File: config.mk
export PLATFORM = sky130hd
export DESIGN_NAME = alu_issue_ctrl
export DESIGN_NICKNAME = d
export VERILOG_FILES = /design/src/rtl/alu_issue_ctrl.sv
export SDC_FILE = /design/constraint.sdc
export NUM_CORES = 1
export LEC_CHECK = 0
export CAP_MARGIN = 25
export CORE_AREA = 10 10 227 229
export CTS_CLUSTER_DIAMETER = 120
export DETAILED_ROUTE_END_ITERATION = 16
export DIE_AREA = 0 0 237 239
export HOLD_SLACK_MARGIN = 0.08
export PLACE_DENSITY = 0.53
export SLEW_MARGIN = 10
export SYNTH_ARGS = -nofsm -noshare
export SYNTH_HDL_FRONTEND = slang
export SYNTH_SLANG_ARGS = --single-unit
File: constraint.sdc
create_clock -name clk -period 12.7 [get_ports clk]
set_clock_uncertainty 0.2 [all_clocks]
set_input_delay 2.54 -clock clk [delete_from_list [all_inputs] [get_ports clk]]
set_output_delay 2.54 -clock clk [all_outputs]
set_load 0.005 [all_outputs]
File: src/rtl/alu_issue_ctrl.sv
// alu_issue_ctrl: issue/decode controller for a 16-bit ALU; owns the register file and PSR writeback.
// Optional `ILLEGAL_TRAP_EN: an illegal instruction raises sticky illegal_trap and parks in WAIT until reset.
module alu_issue_ctrl #(
   parameter int unsigned WIDTH = 16,
   parameter int unsigned NREGS = 16
) (
   input  logic             clk,
   input  logic             rst,
`ifdef ILLEGAL_TRAP_EN
   output logic             illegal_trap,
`endif
   input  logic             instr_valid,
   input  logic [15:0]      instr,
   output logic             instr_ready,
   input  logic             wake,
   output logic [WIDTH-1:0] alu_a,
   output logic [WIDTH-1:0] alu_b,
   output logic [4:0]       alu_op,
   output logic [4:0]       alu_shamt,
   output logic             alu_psr_c,
   output logic             alu_flags_en,
   output logic [4:0]       alu_flags_sel,
   input  logic [WIDTH-1:0] alu_y,
   input  logic             alu_y_valid,
   input  logic [4:0]       alu_flags_out,
   output logic [4:0]       psr_out,
   output logic             busy,
   input  logic [3:0]       dbg_addr,
   output logic [WIDTH-1:0] dbg_data
);

   localparam int unsigned IMM_W = 8;
   localparam logic [4:0] OP_NOP  = 5'd29;
   localparam logic [4:0] SEL_ADD = 5'b11001;
   localparam logic [4:0] SEL_SUB = 5'b01001;
   localparam logic [4:0] SEL_CMP = 5'b00111;
   localparam logic [4:0] SEL_LOG = 5'b00101;
`ifdef ILLEGAL_TRAP_EN
   localparam bit TRAP_EN = 1'b1;
`else
   localparam bit TRAP_EN = 1'b0;
`endif

   typedef enum logic [1:0] {S_IDLE, S_EXEC, S_WAIT} state_t;
   typedef enum logic [1:0] {B_REG, B_SEXT, B_ZEXT, B_ZERO} bsel_t;
   typedef enum logic [1:0] {SH_NONE, SH_IMM, SH_REG} shsel_t;

   typedef struct packed {
      logic [4:0] op;
      logic [4:0] sel;
      logic       wr;
      logic       is_wait;
      logic       ill;
      bsel_t      bsel;
      shsel_t     shsel;
   } ctrl_t;

   // Maps op/ext to ALU opcode, flag mask, writeback and operand-B/shift source.
   function automatic ctrl_t decode(input logic [15:0] w);
      ctrl_t c;
      c = '{op: OP_NOP, sel: 5'b0, wr: 1'b1, is_wait: 1'b0, ill: 1'b0,
            bsel: B_REG, shsel: SH_NONE};
      case (w[15:12])
         4'h0: begin
            case (w[7:4])
               4'h5: begin c.op = 5'd0;  c.sel = SEL_ADD; end
               4'h6:       c.op = 5'd2;
               4'h7: begin c.op = 5'd4;  c.sel = SEL_ADD; end
               4'h9: begin c.op = 5'd8;  c.sel = SEL_SUB; end
               4'hB: begin c.op = 5'd10; c.sel = SEL_CMP; c.wr = 1'b0; end
               4'h1: begin c.op = 5'd14; c.sel = SEL_LOG; end
               4'h2: begin c.op = 5'd16; c.sel = SEL_LOG; end
               4'h3: begin c.op = 5'd18; c.sel = SEL_LOG; end
               4'hD:       c.op = 5'd27;
               4'hE: begin c.op = 5'd20; c.sel = SEL_LOG; end
               4'h0:       c.wr = 1'b0;
               4'hF: begin c.op = 5'd30; c.wr = 1'b0; c.is_wait = 1'b1; end
               default: begin c.wr = 1'b0; c.ill = 1'b1; end
            endcase
         end
         4'h5: begin c.op = 5'd1;  c.sel = SEL_ADD; c.bsel = B_SEXT; end
         4'h6: begin c.op = 5'd3;  c.bsel = B_ZEXT; end
         4'h7: begin c.op = 5'd5;  c.sel = SEL_ADD; c.bsel = B_SEXT; end
         4'h9: begin c.op = 5'd9;  c.sel = SEL_SUB; c.bsel = B_SEXT; end
         4'hB: begin c.op = 5'd11; c.sel = SEL_CMP; c.bsel = B_SEXT; c.wr = 1'b0; end
         4'h1: begin c.op = 5'd15; c.sel = SEL_LOG; c.bsel = B_ZEXT; end
         4'h2: begin c.op = 5'd17; c.sel = SEL_LOG; c.bsel = B_ZEXT; end
         4'h3: begin c.op = 5'd19; c.sel = SEL_LOG; c.bsel = B_ZEXT; end
         4'hD: begin c.op = 5'd27; c.bsel = B_ZEXT; end
         4'hF: begin c.op = 5'd28; c.bsel = B_ZEXT; end
         4'h8: begin
            case (w[7:4])
               4'h0: begin c.op = 5'd22; c.bsel = B_ZERO; c.shsel = SH_IMM; end
               4'h1: begin c.op = 5'd24; c.bsel = B_ZERO; c.shsel = SH_IMM; end
               4'h4: begin c.op = 5'd21; c.shsel = SH_REG; end
               4'h5: begin c.op = 5'd23; c.shsel = SH_REG; end
               4'h6: begin c.op = 5'd25; c.shsel = SH_REG; end
               default: begin c.wr = 1'b0; c.ill = 1'b1; end
            endcase
         end
         default: begin c.wr = 1'b0; c.ill = 1'b1; end
      endcase
      return c;
   endfunction

   state_t           state;
   logic [WIDTH-1:0] regs [NREGS];
   logic [4:0]       psr;
   logic [3:0]       ex_rd;
   logic             ex_wr;
   logic             ex_wait;
   logic             ex_ill;
   logic             trap_q;

   ctrl_t            dc;
   logic [WIDTH-1:0] rs_val;
   logic [WIDTH-1:0] b_val;
   logic [4:0]       shamt_val;

   // Operand selection for the word on the instr port, captured on accept.
   always_comb begin
      dc        = decode(instr);
      rs_val    = regs[instr[3:0]];
      b_val     = rs_val;
      shamt_val = 5'd0;
      case (dc.bsel)
         B_SEXT:  b_val = {{(WIDTH-IMM_W){instr[7]}}, instr[7:0]};
         B_ZEXT:  b_val = WIDTH'(instr[7:0]);
         B_ZERO:  b_val = '0;
         default: b_val = rs_val;
      endcase
      case (dc.shsel)
         SH_IMM:  shamt_val = {1'b0, instr[3:0]};
         SH_REG:  shamt_val = rs_val[4:0];
         default: shamt_val = 5'd0;
      endcase
   end

   always_ff @(posedge clk or posedge rst) begin
      if (rst) begin
         state         <= S_IDLE;
         psr           <= 5'd0;
         ex_rd         <= 4'd0;
         ex_wr         <= 1'b0;
         ex_wait       <= 1'b0;
         ex_ill        <= 1'b0;
         trap_q        <= 1'b0;
         instr_ready   <= 1'b1;
         busy          <= 1'b0;
         alu_a         <= '0;
         alu_b         <= '0;
         alu_op        <= OP_NOP;
         alu_shamt     <= 5'd0;
         alu_flags_en  <= 1'b0;
         alu_flags_sel <= 5'd0;
         for (int unsigned i = 0; i < NREGS; i++) regs[i] <= '0;
      end else begin
         case (state)
            S_IDLE: begin
               if (instr_valid) begin
                  state         <= S_EXEC;
                  instr_ready   <= 1'b0;
                  busy          <= 1'b1;
                  ex_rd         <= instr[11:8];
                  ex_wr         <= dc.wr;
                  ex_wait       <= dc.is_wait;
                  ex_ill        <= dc.ill;
                  alu_a         <= regs[instr[11:8]];
                  alu_b         <= b_val;
                  alu_op        <= dc.op;
                  alu_shamt     <= shamt_val;
                  alu_flags_sel <= dc.sel;
                  alu_flags_en  <= |dc.sel;
               end
            end
            S_EXEC: begin
               if (ex_wr && alu_y_valid) regs[ex_rd] <= alu_y;
               if (alu_flags_en)
                  psr <= (psr & ~alu_flags_sel) | (alu_flags_out & alu_flags_sel);
               alu_a         <= '0;
               alu_b         <= '0;
               alu_op        <= OP_NOP;
               alu_shamt     <= 5'd0;
               alu_flags_en  <= 1'b0;
               alu_flags_sel <= 5'd0;
               // A trapped illegal parks in WAIT with wake masked by trap_q.
               if (ex_wait || (TRAP_EN && ex_ill)) begin
                  state  <= S_WAIT;
                  trap_q <= TRAP_EN && ex_ill;
               end else begin
                  state       <= S_IDLE;
                  instr_ready <= 1'b1;
                  busy        <= 1'b0;
               end
            end
            S_WAIT: begin
               if (wake && !trap_q) begin
                  state       <= S_IDLE;
                  instr_ready <= 1'b1;
                  busy        <= 1'b0;
               end
            end
            default: state <= S_IDLE;
         endcase
      end
   end

   assign alu_psr_c = psr[4];
   assign psr_out   = psr;
   assign dbg_data  = regs[dbg_addr];
`ifdef ILLEGAL_TRAP_EN
   assign illegal_trap = trap_q;
`endif

endmodule

==> run metrics, run 1 <==
Mapped Cells=1,260; crit path capture type=output pin; CP max FO=36; post-route insts no fill=1,968; Synthesis Warnings=0; Cell Pwr Density=196.5 nW/µm²; TritonCTS sink count=319; root buffer cell=clkbuf_16; switching power=0.001307 W; Mapped Nets=1,312; grt ovf=0; row cnt=80; sequential group share of total power=0.411; RSZ-0062 raised after global routing=no; cell area after layout=21,470 µm²; final period utilization=0.6405; ys async rst share=1.000; crit path launch type=primary input; clock share of power=0.266; largest net degree at the start of global routing=129; CTS tree=built; area of the core=47,150 µm²; TritonCTS buffer count=38; CTS Buffer Depth=3; Setup WS pre-CTS=4.468 ns; Leakage=9.238 nW; Worst-path clk slew=0.06 ns; All-Layer GR Usage=0.1971; Arr. time, crit path=5.39 ns; multiplexer share of the synthesized area=0.4435; Clock Latency Late Sink=0.56 ns; syn_area_per_cell=14.79 µm²; via count=12,160; Routed Antenna Nets=0; placed cell areas=20,200 µm²; Synth Area in Compound Gates=0.04906; H-tree depth=2; die span in y=239 µm; wire per inst=28.44 µm; Hold Crit Class=flip-flop to flip-flop; most area-hungry cell type in the Yosys netlist=dfrtp_1; Ports=118; sequential area share after synthesis=0.4286; Comb pwr share=0.323; share of the synthesized area in the top cell type=0.4215; VDD IR max=0.1038 mV; die area=56,640 µm²; flops & latches, synth=319; setup_tns=0 ns; dpl hpwl=33.39 mm; initial core utilization=0.3954; Hold-fix buffers, CTS=0; Tot Pwr=0.004220 W; vias per cell=6.181; Post-Synth Simple-Gate Area=0.03994; layout cells sized above 1=0.3178; final-layout fill cell count=4,143; Final Hold Fails=0; GPL Wtd Cong=0.8390; final worst setup slack=4.565 ns; top cells by area, synth=dfrtp_1 42%, mux4_2 25%, mux2_1 10%; maximum clock frequency=122.9 MHz; fin. max-slew vios=0; vias in the first global route=12,550; fin nets=1,377; Post-CTS Setup Bufs=0; largest family of logic cells by synthesized area=multiplexers; initial antenna violation count=1; Die Width=237 µm; Worst-Margin Slew=1.049 ns; critical path type=primary input to output pin; status=finished clean; WP data required=9.96 ns; area share of fa/ha/maj cells after synthesis=0.004564; initial DRC count=1,156; Port Buffers=117; first-pass GRT wire length=83.60 mm; final setup vio count=0; Tmin final=8.135 ns; drt drc=0; EDFF count, synth=0; Max-Cap Viols=0; Post-Route WL=55.97 mm; Cell variety after synth=61; Int Power=0.002914 W; Placed Cells=1,900; cts repair resizes=0; Worst R2R Setup Slack=9.44 ns; Synth Flop Type=dfrtp_1; P&R area growth vs syn=15.19%; Sw Ratio=0.3096; Max-Slew Margin vs Limit=0.3006; ANT cells=0; Post-Synth XOR/XNOR Area=0.0009397; Post-Syn Area=18,640 µm²; Initial DRT Pass Iterations=5
[metrics by stage]
stage | hold slack [ns] | utilization
final | 0.2727 | 0.4555
after global routing | 0.2913 | 0.4555
after CTS | 0.2788 | 0.4555
after detailed placement | 0.2658 | 0.4285
after global placement | 0.2595 | 0.4285
after floorplan | 0.2716 | -
[Yosys cell counts (all sizes together), types with 7 or more instances]
cell type and number:
inv 14, a22oi 11, clkbuf 48, o22ai 17, mux2 271, o211ai 7, nor2 26, nand2 50
mux2i 53, buf 68, o21ai 16, nand2b 17, a32oi 8, nor2b 12, a21o 17, nand3 14
a22o 9, o221ai 7, dfrtp 314, a21oi 13, mux4 208
[cells in the final DEF, fill, tap and decap left out, drive strengths merged, types with 2 or more instances in the layout]
cell type      instances
a211oi                 4
a21o                  17
a21oi                 13
a22o                   9
a22oi                 11
a311oi                 2
a31oi                  3
a32oi                  8
buf                   33
clkbuf                60
clkdlybuf4s50        108
clkinv                 7
dfrtp                314
dfstp                  5
ha                     6
inv                   14
mux2                 271
mux2i                 53
mux4                 208
nand2                 50
nand2b                17
nand3                 14
nand4                  5
nor2                  26
nor2b                 12
nor3                   6
nor3b                  2
nor4                   2
o2111ai                4
o211ai                 7
o21a                   2
o21ai                 16
o221ai                 7
o22ai                 17
or2                    2
or3                    2
xnor2                  2
[cells by family (layout without fill, tap and decap cells)]
| kind of cell | Yosys count | after routing |
|---|---|---|
| buffers and inverters | 130 | 223 |
| AOI/OAI and AO/OA | 128 | 128 |
| adders and majority gates | 7 | 7 |
| muxes | 532 | 532 |
| xor gates and xnor gates | 2 | 2 |
| and+or+nand+nor | 142 | 142 |
| DFF | 319 | 319 |
[area by class of cell]
class                           count  area (µm²)  area share
Tap cell                          615       769.5     0.03583
Sequential cell                   319        7989      0.3720
Inverter                           14       60.06    0.002797
Multi-Input combinational cell    811       10060      0.4687
Timing Repair Buffer              141        1319     0.06141
Clock buffer                       60        1207     0.05623
Clock inverter                      8       65.06    0.003030
[flip-flops by register name, summed over array words and instances, names as in the netlist, named ones only]
signal,cells
alu_op,5
alu_shamt,5
alu_b,16
busy,1
ex_wait,1
alu_a,16
state,2
ex_rd,4
ex_wr,1
alu_flags_en,1
regs,256
instr_ready,1
alu_flags_sel,5
[power groups by stage]
stage | logic, W | clock network, W | registers (W)
6_report | 0.00136 | 0.00112 | 0.00174
2_1_floorplan | 0.000977 | 0 | 0.00163
3_3_place_gp | 0.00135 | 0 | 0.00175
3_5_place_dp | 0.00138 | 0 | 0.00174
5_1_grt | 0.00147 | 0.00119 | 0.00179
4_1_cts | 0.00138 | 0.00115 | 0.00173
[worst max-delay path: stages]
cell             delay [ns]
buf_4                  0.49
buf_4                  0.72
mux4_2                 0.61
mux4_2                 0.52
clkdlybuf4s50_1        0.47
[metal layers]
| metal | routed length, µm | GRT usage |
|---|---|---|
| met1 | 22890 | 0.2476 |
| met2 | 28050 | 0.3346 |
| met3 | 3756 | 0.04631 |
| met4 | 1278 | 0.05289 |
| met5 | 0 | 0 |
[final timing paths]
kind,start,to,cells past startpoint
min in group asynchronous,rst,alu_a[0]$_DFFE_PP0P_,2
worst min-delay path,alu_a[12]$_DFFE_PP0P_,alu_a[12]$_DFFE_PP0P_,1
worst min register to register,alu_a[12]$_DFFE_PP0P_,alu_a[12]$_DFFE_PP0P_,1
worst max register to register,state[1]$_DFFE_PP0P_,alu_a[12]$_DFFE_PP0P_,6
max in group asynchronous,rst,regs[148]$_DFFE_PP0P_,4
worst max-delay path,dbg_addr[0],dbg_data[6],5
Note: power is estimated with default switching activity, not from simulation.
==> inputs of run 2 (changes only) <==
clock period = 7.8 ns   (was 12.7 ns; I/O delays follow)
==> run 2 against run 1 <==
Compared with the run above:
- via count grew 0.72%
- register-to-register slack lost 4.8 ns
- utilization down 0.050 points
- sequential cell count unchanged
- first-iteration DRC count down 17%
- die area is the same
- non-clock buffer count stayed put
- sequential share of layout area about the same
- setup slack worse by 2.6 ns
- wire length up 0.36%
- worst hold slack improved by 0.0021 ns
- critical path depth is the same
==> run metrics, run 2 (synthesis results as in run 1) <==
largest net degree at the start of global routing=105; All-Layer GR Usage=0.1961; fin nets=1,376; first-pass GRT wire length=84.15 mm; post-route insts no fill=1,966; drt drc=0; CTS tree=built; H-tree depth=2; commonest non-fill, non-tap cell in the layout=dfrtp_1; final setup vio count=0; Routed Antenna Nets=0; Initial DRT Pass Iterations=5; CP peak stage delay=0.56 ns; grt ovf=0; vias per cell=6.231; ANT cells=0; Clock Latency Late Sink=0.54 ns; Tmin final=5.820 ns; Max-Cap Viols=0; Arr. time, crit path=4.06 ns; initial core utilization=0.3954; initial antenna violation count=1; area of the core=47,150 µm²; CTS Buffer Depth=3; fin. max-slew vios=0; wire per inst=28.57 µm; top flop regs=regs x256, alu_a x16, alu_b x16; vias in the first global route=12,700; Post-CTS Setup Bufs=0; root buffer cell=clkbuf_16; layout cells sized above 1=0.3153; CP max FO=36; Leakage=9.204 nW; row cnt=80; Max-Slew Margin vs Limit=0.2838; TritonCTS buffer count=37; status=finished clean; VDD IR max=0.1624 mV; maximum clock frequency=171.8 MHz; Port Buffers=117; Worst-Margin Slew=1.074 ns; Die Width=237 µm; RSZ-0062 raised after global routing=no; Hold Crit Class=flip-flop to flip-flop; final period utilization=0.7461; Hold-fix buffers, CTS=0; initial DRC count=957; cts repair resizes=0; Ports=118; via count=12,250; Final Hold Fails=0; WP data required=6.04 ns; GPL Wtd Cong=0.8048; die area=56,640 µm²; setup_tns=0 ns; crit path launch type=primary input; Placed Cells=1,900; max reg flops=256; dpl hpwl=33.25 mm; TritonCTS sink count=319; most frequent cells in the layout=314 x dfrtp_1, 208 x mux4_2, 168 x mux2_1; Cell Pwr Density=318.5 nW/µm²; critical path type=primary input to output pin; crit path capture type=output pin; Post-Route WL=56.17 mm; slowest CP cell=mux4_2; Worst-path clk slew=0.06 ns; crit-path most repeated cell=mux4_2; P&R area growth vs syn=15.06%; die span in y=239 µm; CP cell instances=buf_4, buf_12, mux4_2, mux4_2, clkdlybuf4s50_1; largest register by flop count=regs
==> run 2: cell count changes in the layout (fill, tap and decap cells not counted), moves of 2 or more <==
| cell | delta |
|---|---|
| clkbuf_16 | -2 |
| bufinv_16 | +2 |
| buf_12 | +2 |
| clkbuf_8 | -7 |
| clkinvlp_4 | +3 |
==> run 2: power breakdown <==
part / leakage, nW / switching (W) / internal, W
clock network: 0.599 / 0.000718 / 0.00105
registers: 4.21 / 0.000570 / 0.00227
logic: 4.40 / 0.000837 / 0.00138
total: 9.20 / 0.00213 / 0.00471
==> run 2: worst paths after layout <==
kind / from / end / slack [ns] / depth (start not counted)
hold / removal: alu_a[14]$_DFFE_PP0P_ / alu_a[14]$_DFFE_PP0P_ / 0.27 / 1
min in group asynchronous: rst / regs[240]$_DFFE_PP0P_ / 1.12 / 2
hold reg to reg: alu_a[14]$_DFFE_PP0P_ / alu_a[14]$_DFFE_PP0P_ / 0.27 / 1
max in group asynchronous: rst / alu_b[15]$_DFFE_PP0P_ / 4.47 / 4
setup reg to reg: state[1]$_DFFE_PP0P_ / alu_b[12]$_DFFE_PP0P_ / 4.62 / 8
setup / recovery: dbg_addr[0] / dbg_data[7] / 1.98 / 5
==> run 2: layer usage <==
metal  track usage  wire length [µm]
met3       0.03217              3145
met2        0.3322             27760
met1        0.2594             24330
met4       0.04343               942
met5             0                 0
==> run 2: metrics by stage <==
step                      area [µm²]  utilization  hold WS (ns)  setup WS (ns)  total power (W)
after global placement         20230       0.4290        0.2605          1.980         0.005045
after global routing           21450       0.4550        0.2946          1.843         0.007198
after detailed placement       20230       0.4290        0.2656          1.948         0.005083
after CTS                      21450       0.4550        0.2795          1.941         0.006887
after floorplan                18650            -        0.2716          1.791         0.004244
final                          21450       0.4550        0.2747          1.980         0.006832
==> run 2: critical path, delay by kind of cell <==
kind	cells	cell delay, ns
buffers and inverters	3	1.36
multiplexers	2	1.10
==> run 2: final cells by class <==
| cell class | count | area (µm²) |
|---|---|---|
| Timing Repair Buffer | 141 | 1346 |
| Sequential cell | 319 | 7989 |
| Fill cell | 4197 | 25700 |
| Inverter | 14 | 56.30 |
| Multi-Input combinational cell | 811 | 10070 |
| Tap cell | 615 | 769.5 |
| Clock buffer | 52 | 1065 |
| Clock inverter | 14 | 157.7 |
==> inputs of run 3 (changes only) <==
clock period = 5.39 ns   (was 7.8 ns; I/O delays follow)
==> run 3 against run 2 <==
Compared with the run above:
- register-to-register slack worse by 2.5 ns
- clock power is 49% higher
- die area stayed put
- largest cell class unchanged
- utilization is 0.41 points higher
- power is 46% higher
==> run metrics, run 3 (synthesis results as in run 1) <==
Clock Latency Late Sink=0.56 ns; met1 wire length=24.30 mm; Register Area=7989 µm²; fin. max-slew vios=0; Top Metal Used=met4; All-Layer GR Usage=0.1978; via count=12,180; dpl hpwl=34.85 mm; Post-Route WL=56.05 mm; Tmin final=4.592 ns; most frequent cells in the layout=314 x dfrtp_1, 208 x mux4_2, 168 x mux2_1; wire per inst=28.32 µm; RSZ-0062 raised after global routing=no; met2 WL=27.50 mm; max reg flops=256; final-layout fill cell count=4,179; crit-path most repeated cell=mux4_2; CP max FO=27; status=finished clean; root buffer cell=clkbuf_16; Final Hold Fails=0; CTS tree=built; VDD IR max=0.2093 mV; Tot Pwr=0.009965 W; crit path capture type=output pin; initial core utilization=0.3954; WL met3=3.151 mm; Routed Antenna Nets=0; GPL Wtd Cong=0.8120; CP cell instances=buf_4, buf_12, mux4_2, mux4_2, clkdlybuf4s50_1; H-tree depth=2; initial DRC count=888; Max-Slew Margin vs Limit=0.3520; Ports=118; CP peak stage delay=0.53 ns; area of the core=47,150 µm²; Hold Crit Class=flip-flop to flip-flop; Max-Cap Viols=0; Core Util, Final=0.4591; multi-input logic area=10,040 µm²; fin nets=1,390; Port Buffers=117; Worst path top cell family by delay=buffers and inverters; Critical path buffers and inverters=3; WP data required=4.11 ns; commonest non-fill, non-tap cell in the layout=dfrtp_1; vias in the first global route=12,680; Leakage=9.325 nW; largest net degree at the start of global routing=120; vias per cell=6.156; CTS Buffer Depth=3; slowest CP cell=mux4_2; final period utilization=0.8519; row cnt=80; largest register by flop count=regs; Post-CTS Setup Bufs=0; Initial DRT Pass Iterations=7; TritonCTS buffer count=38; Worst-Margin Slew=0.9720 ns; drt drc=0; maximum clock frequency=217.8 MHz; top flop regs=regs x256, alu_a x16, alu_b x16; Die Width=237 µm; Cell Pwr Density=460.5 nW/µm²; Hold-fix buffers, CTS=0; ANT cells=0; initial antenna violation count=1; TritonCTS sink count=319; die span in y=239 µm; P&R area growth vs syn=16.10%; first-pass GRT wire length=84.58 mm; die area=56,640 µm²; Arr. time, crit path=3.31 ns; Worst-path clk slew=0.06 ns; grt ovf=0; critical path type=primary input to output pin; final setup vio count=0; layout cells sized above 1=0.3233; crit path launch type=primary input; cts repair resizes=0
[run 3: cell type report]
cell class              count  share of cell area
clock buffers              55             0.05307
clock inverters            11            0.005145
inverters                  14            0.002602
multi-input cells         811              0.4637
flip-flops and latches    319              0.3691
well taps                 615             0.03556
repair buffers            154             0.07076
[run 3: through the flow]
stage	setup slack, ns	hold WS, ns	cell area (µm²)	cells	setup TNS [ns]
global placement	0.7787	0.2578	20360	1912	0
floorplan	-0.1367	0.2716	18650	1260	-42.93
global route	0.6808	0.2944	21640	1979	0
detailed placement	0.7445	0.2657	20380	1913	0
CTS	0.7504	0.2781	21640	1979	0
finish	0.7980	0.2714	21640	1979	0
[run 3: worst paths after layout]
kind                                           start                  endpoint  slack (ns)  cells after the start
worst max-delay path                     dbg_addr[0]              dbg_data[12]        0.80                      5
worst min-delay path            alu_a[3]$_DFFE_PP0P_      alu_a[3]$_DFFE_PP0P_        0.27                      1
worst max register to register  state[1]$_DFFE_PP0P_     regs[233]$_DFFE_PP0P_        2.14                      8
worst min register to register  alu_a[3]$_DFFE_PP0P_      alu_a[3]$_DFFE_PP0P_        0.27                      1
max in group asynchronous                        rst     regs[120]$_DFFE_PP0P_        3.34                      3
min in group asynchronous                        rst  alu_shamt[2]$_DFFE_PP0P_        0.68                      2
[run 3: where the power goes]
| group | internal, W | switching, W |
|---|---|---|
| Combinational | 0.00202 | 0.00120 |
| Clock | 0.00157 | 0.00106 |
| Sequential | 0.00328 | 0.000830 |
[run 3: layer usage]
layer  vias to the layer above  track usage
met5                         -            0
met4                         0      0.05713
met1                      6599       0.2611
met3                        72      0.03803
met2                       382       0.3257
li1                       5130            -
